### config.mk
export PLATFORM = sky130hd
export DESIGN_NAME = inst_prefetch_queue
export DESIGN_NICKNAME = d
export VERILOG_FILES = /design/src/rtl/inst_prefetch_queue.sv
export SDC_FILE = /design/constraint.sdc
export NUM_CORES = 1
export LEC_CHECK = 0
export BUFFER_PORTS_ARGS = -buffer_cell sky130_fd_sc_hd__buf_2
export CAP_MARGIN = 30
export CORE_ASPECT_RATIO = 0.8
export CORE_UTILIZATION = 30
export CTS_BUF_LIST = sky130_fd_sc_hd__clkbuf_2
export DETAILED_ROUTE_END_ITERATION = 16
export PLACE_DENSITY_LB_ADDON = 0.15
export SYNTH_ARGS = -nofsm -noshare
export SYNTH_HDL_FRONTEND = slang
export SYNTH_SLANG_ARGS = --single-unit
### constraint.sdc
create_clock -name clk -period 6.9 [get_ports clk]
set_input_delay 0.345 -clock clk [delete_from_list [all_inputs] [get_ports clk]]
set_output_delay 0.345 -clock clk [all_outputs]
set_load 0.005 [all_outputs]
### src/rtl/inst_prefetch_queue.sv
// Instruction prefetch queue: issues sequential imem requests under a credit limit and
// buffers returned words with their PCs for in-order delivery to the IF/ID boundary.
module inst_prefetch_queue #(
    parameter int unsigned DEPTH    = 4,
    parameter logic [31:0] RESET_PC = 32'h0000_0000,
    parameter logic [31:0] NOP_INST = 32'h0000_0013
) (
    input  logic                       clk,
    input  logic                       rst,
    input  logic                       redirect,
    input  logic [31:0]                redirect_pc,
    input  logic                       stall,
    input  logic                       halt,
    output logic                       imem_req,
    output logic [31:0]                imem_addr,
    input  logic                       imem_rvalid,
    input  logic [31:0]                imem_rdata,
    output logic                       inst_valid,
    output logic [31:0]                inst,
    output logic [31:0]                inst_pc,
    output logic [$clog2(DEPTH):0]     occupancy
);

    localparam int unsigned PW = $clog2(DEPTH);
    localparam int unsigned OW = PW + 1;
    // Pending can exceed DEPTH while wrong-path responses are still draining.
    localparam int unsigned CW = PW + 2;
    localparam logic [CW-1:0] DEPTH_C = CW'(DEPTH);

    logic [31:0]   fetch_pc_r, fetch_pc_n;
    logic [31:0]   resp_pc_r, resp_pc_n;
    logic [31:0]   q_inst_r [DEPTH];
    logic [31:0]   q_pc_r   [DEPTH];
    logic [PW-1:0] wr_ptr_r, wr_ptr_n;
    logic [PW-1:0] rd_ptr_r, rd_ptr_n;
    logic [OW-1:0] occ_r, occ_n;
    logic [CW-1:0] pending_r, pending_n;
    logic [CW-1:0] drop_cnt_r, drop_cnt_n;

    logic [CW-1:0] live_s;
    logic          req_s;
    logic          valid_s;
    logic          pop_s;
    logic          push_s;
    logic          drop_s;
    logic          rsp_dec_s;

    // Credit, handshake and queue-control decodes.
    always_comb begin
        live_s    = {1'b0, occ_r} + pending_r - drop_cnt_r;
        req_s     = rst && !halt && !redirect && (live_s < DEPTH_C);
        valid_s   = (occ_r != {OW{1'b0}});
        pop_s     = valid_s && !stall && !redirect;
        drop_s    = imem_rvalid && (drop_cnt_r != {CW{1'b0}});
        push_s    = imem_rvalid && !redirect && (drop_cnt_r == {CW{1'b0}});
        rsp_dec_s = imem_rvalid && (pending_r != {CW{1'b0}});
    end

    // Next-state computation; redirect overrides every other update.
    always_comb begin
        fetch_pc_n = fetch_pc_r;
        resp_pc_n  = resp_pc_r;
        wr_ptr_n   = wr_ptr_r;
        rd_ptr_n   = rd_ptr_r;
        occ_n      = occ_r;
        pending_n  = pending_r - {{(CW-1){1'b0}}, rsp_dec_s} + {{(CW-1){1'b0}}, req_s};
        drop_cnt_n = drop_cnt_r;
        if (redirect) begin
            fetch_pc_n = redirect_pc;
            resp_pc_n  = redirect_pc;
            wr_ptr_n   = {PW{1'b0}};
            rd_ptr_n   = {PW{1'b0}};
            occ_n      = {OW{1'b0}};
            // Every response still outstanding after this cycle belongs to the old path.
            drop_cnt_n = pending_r - {{(CW-1){1'b0}}, rsp_dec_s};
        end else begin
            fetch_pc_n = req_s  ? fetch_pc_r + 32'd4 : fetch_pc_r;
            resp_pc_n  = push_s ? resp_pc_r + 32'd4  : resp_pc_r;
            wr_ptr_n   = push_s ? wr_ptr_r + {{(PW-1){1'b0}}, 1'b1} : wr_ptr_r;
            rd_ptr_n   = pop_s  ? rd_ptr_r + {{(PW-1){1'b0}}, 1'b1} : rd_ptr_r;
            occ_n      = occ_r + {{(OW-1){1'b0}}, push_s} - {{(OW-1){1'b0}}, pop_s};
            drop_cnt_n = drop_s ? drop_cnt_r - {{(CW-1){1'b0}}, 1'b1} : drop_cnt_r;
        end
    end

    // Control and PC state registers.
    always_ff @(posedge clk or negedge rst) begin
        if (!rst) begin
            fetch_pc_r <= RESET_PC;
            resp_pc_r  <= RESET_PC;
            wr_ptr_r   <= {PW{1'b0}};
            rd_ptr_r   <= {PW{1'b0}};
            occ_r      <= {OW{1'b0}};
            pending_r  <= {CW{1'b0}};
            drop_cnt_r <= {CW{1'b0}};
        end else begin
            fetch_pc_r <= fetch_pc_n;
            resp_pc_r  <= resp_pc_n;
            wr_ptr_r   <= wr_ptr_n;
            rd_ptr_r   <= rd_ptr_n;
            occ_r      <= occ_n;
            pending_r  <= pending_n;
            drop_cnt_r <= drop_cnt_n;
        end
    end

    // Queue storage; a write into the slot being popped at full is safe since the pop reads first.
    always_ff @(posedge clk or negedge rst) begin
        if (!rst) begin
            for (int i = 0; i < int'(DEPTH); i++) begin
                q_inst_r[i] <= NOP_INST;
                q_pc_r[i]   <= 32'h0000_0000;
            end
        end else if (push_s) begin
            q_inst_r[wr_ptr_r] <= imem_rdata;
            q_pc_r[wr_ptr_r]   <= resp_pc_r;
        end else begin
            q_inst_r[wr_ptr_r] <= q_inst_r[wr_ptr_r];
            q_pc_r[wr_ptr_r]   <= q_pc_r[wr_ptr_r];
        end
    end

    assign imem_req   = req_s;
    assign imem_addr  = fetch_pc_r;
    assign inst_valid = valid_s;
    assign inst       = valid_s ? q_inst_r[rd_ptr_r] : NOP_INST;
    assign inst_pc    = valid_s ? q_pc_r[rd_ptr_r]   : 32'h0000_0000;
    assign occupancy  = occ_r;

endmodule

---- Word level (Yosys, flattened, before mapping) ----
Cells that the tools add are included.
word-level totals
  input port bits ......................... 70
  word-level logic and storage cells ...... 86
  bits in registers ....................... 335
  output and inout bits ................... 101
operators by class
  add/subtract/negate cells ............... 11
  $lt $le $gt $ge ......................... 4
  multiplexer cells ....................... 33
  reductions and logical operators ........ 21
  bitwise operators ....................... 2
operator list
  cell                                                                          number
  128-bit bitwise mux                                                           4
  32-bit two-way mux                                                            15
  32-bit binary-select mux with 2-bit select                                    4
  128-bit two-way mux                                                           2
  32-bit by 3-bit adder with 32-bit output, second input constant               2
  32-bit demux with 2-bit select                                                1
  1-bit logical AND                                                             10
  2-bit two-way mux                                                             4
  4-bit two-way mux                                                             2
  2-bit nonzero test                                                            4
  4-bit nonzero test                                                            2
  3-bit greater-or-equal comparator, second input constant                      2
  2-bit NOT with 3-bit output                                                   2
  2-bit by 1-bit adder with 2-bit output, second input constant                 2
  3-bit by 4-bit adder with 4-bit output                                        1
  4-bit by 1-bit adder with 4-bit output                                        1
  4-bit zero test                                                               1
  4-bit by 3-bit less-than comparator with 1-bit output, second input constant  1
  4-bit by 1-bit subtractor with 4-bit output                                   1
  4-bit by 1-bit subtractor with 4-bit output, second input constant            1
  4-bit subtractor                                                              1
  3-bit by 1-bit adder with 3-bit output                                        1
  1-bit zero test                                                               3
  3-bit by 1-bit less-than comparator with 1-bit output, second input constant  1
  3 further kinds                                                               3

---- Longest topological paths before layout ----
  depth after elaboration ................. 7
  depth in mapped cells ................... 17
  depth with buffers taken out ............ 13

---- Worst setup path after synthesis ----
Ideal clock, no wire load.
  path type ............................... reg-to-reg
  start point ............................. reg occ_r[2] (netlist: occupancy[2])
  end point ............................... reg pending_r[3]
  cell stages (with the launch flop) ...... 17
  setup time .............................. 0.080 ns
  path slack .............................. 3.093 ns
  required time ........................... 6.820 ns
  clock period less this slack ............ 3.807 ns
  arrival time ............................ 3.727 ns
  buffers on the path ..................... 3
  cell sequence ........................... dfrtp_1 inv_1 fa_1 inv_1 ha_1 or4b_1 or4_1 clkbuf_1 and3_4 buf_6 clkbuf_1 nor2_1 ha_1 nand3_1 xnor2_1 a21oi_1 xnor2_1
between the ends
  cells in the longest elaborated chain, start to end .. 5
RTL lines
  element                                                RTL line  RTL
  start: declaration                                     36        logic [OW-1:0] occ_r, occ_n;
  start signal: assignment                               93        occ_r <= {OW{1'b0}};
  start signal: assignment                               101       occ_r <= occ_n;
  3-bit by 4-bit adder with 4-bit output                 50        live_s = {1'b0, occ_r} + pending_r - drop_cnt_r;
  4-bit subtractor                                       50
  4-bit by 3-bit less-than comparator with 1-bit output  51        req_s = rst && !halt && !redirect && (live_s < DEPTH_C);
  1-bit logical AND                                      51
  net imem_req                                           14        output logic imem_req,
  4-bit by 1-bit adder with 4-bit output                 66        pending_n = pending_r - {{(CW-1){1'b0}}, rsp_dec_s} + {{(CW-1){1'b0}}, req_s};
  net pending_n[3]                                       37        logic [CW-1:0] pending_r, pending_n;
  end signal: assignment                                 94        pending_r <= {CW{1'b0}};
  end signal: assignment                                 102       pending_r <= pending_n;
  end: declaration                                       37
The timed path passes the listed nets, and every way through them passes these cells.
A chain may end at the register's enable or synchronous reset.

---- Worst setup path in the final report ----
  start point ............................. reg occ_r[2] (netlist: occupancy[2])
  end point ............................... out imem_req
between the ends
  cells in the longest elaborated chain, start to end .. 4
RTL lines
  element                                                RTL line
  3-bit by 4-bit adder with 4-bit output                 50
  4-bit subtractor                                       50
  4-bit by 3-bit less-than comparator with 1-bit output  51
  1-bit logical AND                                      51
  end: declaration                                       14
Every way passes these cells.

==> results by group <==
Run status
  – Outcome: complete, but fails checks
  – Failing checks: design-rule violations

Routing
  – DR pass1 iterations: 11
  – Via-per-instance ratio: 5.12
  – DR vias: 14000
  – Average wire per standard cell: 19.5 µm
  – DRC: 8
  – Post-DRT Antenna Nets: 0
  – DRT iter0 DRCs: 836
  – Total wire length: 53.3 mm

Setup path
  – Crit end category: output port
  – Critical Path AT: 4.19 ns
  – Crit-path leading delay family: simple AND/OR/NAND/NOR gates
  – Worst EP required: 6.55 ns
  – Worst-path maximum fanout: 28
  – Crit path kind: reg2out
  – Slowest Stage Delay on Critical Path: 0.59 ns
  – Crit path buf inv count: 3
  – CP cell instances: inv_1 > fa_1 > inv_1 > ha_1 > or4b_1 > or4_1 > and3_4 > nor2_1 > buf_2
  – CP most frequent cell: inv_1
  – Worst path slowest cell: or4_1
  – Startpoint Class: flip-flop

Yosys
  – Top_reg_cell synth: dfrtp_1
  – Post-synth EDFFs: 0
  – Syn avg cell area: roughly 11 µm²
  – Unique masters post-synth: 50
  – Syn Nets: 1734
  – Asr flop ratio synth: 100%
  – Post-synth top area cell: dfrtp_1
  – Sequential area share after synthesis: around 47%
  – Mapped Cells: 1644
  – Cell area after synthesis: 17800 µm²
  – Flops & latches, synth: 335
  – Yosys warns: 0
  – Top post-synthesis cells by area: dfrtp_1 (45%), mux4_2 (16%), a21oi_1 (8.1%)
  – Post-synth top area share: 45.5%

Min path
  – Hold Crit Class: in2reg

Final layout
  – Commonest cells after routing, fill and taps aside: dfrtp_1 (319), nor2_1 (291), a21oi_1 (289)
  – Multi-input logic area: 8800 µm²
  – Area grow syn2layout: 19.1%
  – Fraction of layout cells with a size suffix above 1: 25.4%
  – Final Util: 36.3%
  – Design area: between 20000 and 25000 µm²
  – Reg area: 8410 µm²
  – Final #Nets: 1984
  – Filler cells: ~6000
  – Commonest non-fill, non-tap cell in the layout: dfrtp_1

Place
  – Detailed placement HPWL: 32.7 mm
  – Port Buffer Count: between 150 and 200
  – Pre-CTS setup slack: between 3 and 4 ns
  – GP Congestion: just over 0.8
  – Placed Area: ~19000 µm²

STA
  – Hold WS: 0.153 ns
  – Final hold violation count: 0
  – Min Tclk post-route: 4.54 ns
  – Worst relative slew slack: 34.1%
  – Max-slew violations: 0
  – Setup WS post-layout: 2.36 ns
  – FMAX: between 200 and 250 MHz
  – Period utilization: 65.7%
  – Clk_skew: 0.122 ns
  – Slew @ Worst Pin: 0.989 ns
  – RSZ-0062 raised after global routing: false
  – Post-route setup TNS: 0 ns
  – Setup violators final: 0

Die
  – # IOs: 171
  – Initial Utilization: a little under a third
  – Rows: 79
  – Die ar.: ~60000 µm²
  – CORE AREA: 58300 µm²
  – Die Wd: ~270 µm
  – Die Ht: 220 µm

Power and ir drop
  – Max VDD drop: 0.110 mV
  – Combinational power share: 35.1%
  – Leak Pwr: 0.00770 µW
  – Switching pwr: around 2500 µW
  – P_int: 4130 µW
  – Sequential share of power: 41.2%
  – PD cells: 313 nW/µm²
  – Sw Share: 37.7%
  – Clock group share of total power: 23.7%

Clock tree
  – Buffer levels on the longest clock path: 3
  – Cts bufs inserted: 94
  – H-tree lvl count: 3
  – Clock sinks: 335
  – CTS resizes: 0
  – Clk slew on worst S/H paths: 0.10 ns
  – CTS tree: yes
  – Clock Latency Late Sink: between 1 and 1.5 ns
  – Setup Buffers After CTS: 0
  – Root Buffer: clkbuf_2

Global routing
  – Tot GR Track Use: 18.1%
  – First-pass GRT wire length: 83.6 mm
  – Pin count of the biggest net entering global routing: 77
  – Vias in the first global route: 14200
  – Overflow after GRT: 0
  – Initial antenna violation count: 2

Run
  – Max Cap Violations: 0
-- per-stage QoR --
stage	total power [µW]	cells
4_1_cts	6750	2725
3_5_place_dp	5090	2477
3_3_place_gp	5030	2477
2_1_floorplan	4220	1644
5_1_grt	7140	2729
6_report	6620	2731
-- sequential cells by signal (all words and copies together) (netlist names) --
| register | cells |
|---|---|
| occupancy | 3 |
| q_pc_r | 128 |
| pending_r | 4 |
| q_inst_r | 128 |
| resp_pc_r | 32 |
| rd_ptr_r | 2 |
| drop_cnt_r | 4 |
| imem_addr | 32 |
| wr_ptr_r | 2 |
-- synthesized netlist by cell type, types with 3 or more instances --
master / instances
xor2_1: 20
mux4_2: 128
and3_1: 11
or4_1: 12
buf_1: 20
nor3b_1: 3
nor3_1: 11
nand2b_1: 7
nand4_1: 16
nor2_1: 292
nand2_1: 29
inv_1: 36
a41o_1: 6
a311oi_1: 5
o31a_1: 8
nor2b_1: 5
or2_2: 7
a31oi_1: 23
nor4_1: 8
nand3_1: 30
clkbuf_1: 104
dfrtp_1: 323
o2111ai_1: 8
fa_1: 3
o31ai_1: 9
o21ai_0: 6
a21oi_1: 289
dfstp_2: 12
a21boi_0: 9
ha_1: 17
xnor2_1: 25
and2_1: 66
mux2i_1: 65
and4_1: 9
-- routing by layer --
| layer | global-route usage (%) | vias to the layer above | wire (µm) |
|---|---|---|---|
| met3 | 3.73 | 103 | 2580 |
| met2 | 28.6 | 307 | 25200 |
| met4 | 5.98 | 0 | 1290 |
| met1 | 24.7 | 7070 | 24200 |
| li1 | - | 6516 | - |
| met5 | 0 | - | 0 |
-- area by class of cell --
class	count	area share (%)
Multi-Input combinational cell	1146	41.6
Sequential cell	335	39.8
Timing Repair Buffer	281	9.24
Tap cell	769	4.55
Clock buffer	135	3.19
Clock inverter	24	0.952
Inverter	36	0.639
Antenna cell	5	0.0591
-- path summary, 6_finish.rpt --
check                                        startpoint                        end  slack, ns  cells past startpoint
worst max register to register   occupancy[2]$_DFF_PN0_     pending_r[3]$_DFF_PN0_       3.04                     13
worst min-delay path                    redirect_pc[31]  imem_addr[31]$_DFFE_PN0P_       0.15                      4
worst max-delay path             occupancy[2]$_DFF_PN0_                   imem_req       2.36                      9
min in group asynchronous                           rst  q_inst_r[103]$_DFFE_PN0P_       0.45                      4
max in group asynchronous                           rst      q_pc_r[4]$_DFFE_PN0P_       4.46                      6
worst min register to register  q_inst_r[0]$_DFFE_PN1P_    q_inst_r[0]$_DFFE_PN1P_       0.51                      2
-- power groups by stage --
stage                     registers, µW  logic [µW]  clock network (µW)
after floorplan                    2600        1620                   0
after global placement             2750        2280                   0
after detailed placement           2770        2320                   0
after CTS                          2730        2370                1650
after global routing               2800        2590                1740
final                              2730        2330                1570
-- repair_timing --
| action | CTS | global route |
|---|---|---|
| endpoints found under the setup margin | 0 | 0 |
| endpoints found under the hold margin | 362 | 0 |
| hold buffers | 89 | 0 |
-- worst reg2reg max path: stages, from the launching register on --
cell and delay, ns:
dfrtp_1 0.40, inv_1 0.08, fa_1 0.54, inv_1 0.04, ha_1 0.30, or4b_1 0.54, or4_1 0.59, and3_4 0.33
nor2_1 0.17, ha_1 0.21, nand3_1 0.09, xnor2_1 0.13, a21oi_1 0.18, xnor2_1 0.13
-- logic make-up (layout without fill, tap and decap cells) --
| logic type | after synthesis | after routing | synth area share (%) |
|---|---|---|---|
| AOI/OAI and AO/OA | 368 | 368 | 11.5 |
| xor gates and xnor gates | 46 | 46 | 2.36 |
| adders and majority gates | 20 | 20 | 1.53 |
| buffers and inverters | 163 | 476 | 3.53 |
| DFF | 335 | 335 | 47.3 |
| muxes | 195 | 195 | 20.0 |
| other | 0 | 5 | 0 |
| and+or+nand+nor | 517 | 517 | 13.8 |
Power figures use the tool's default switching activity.
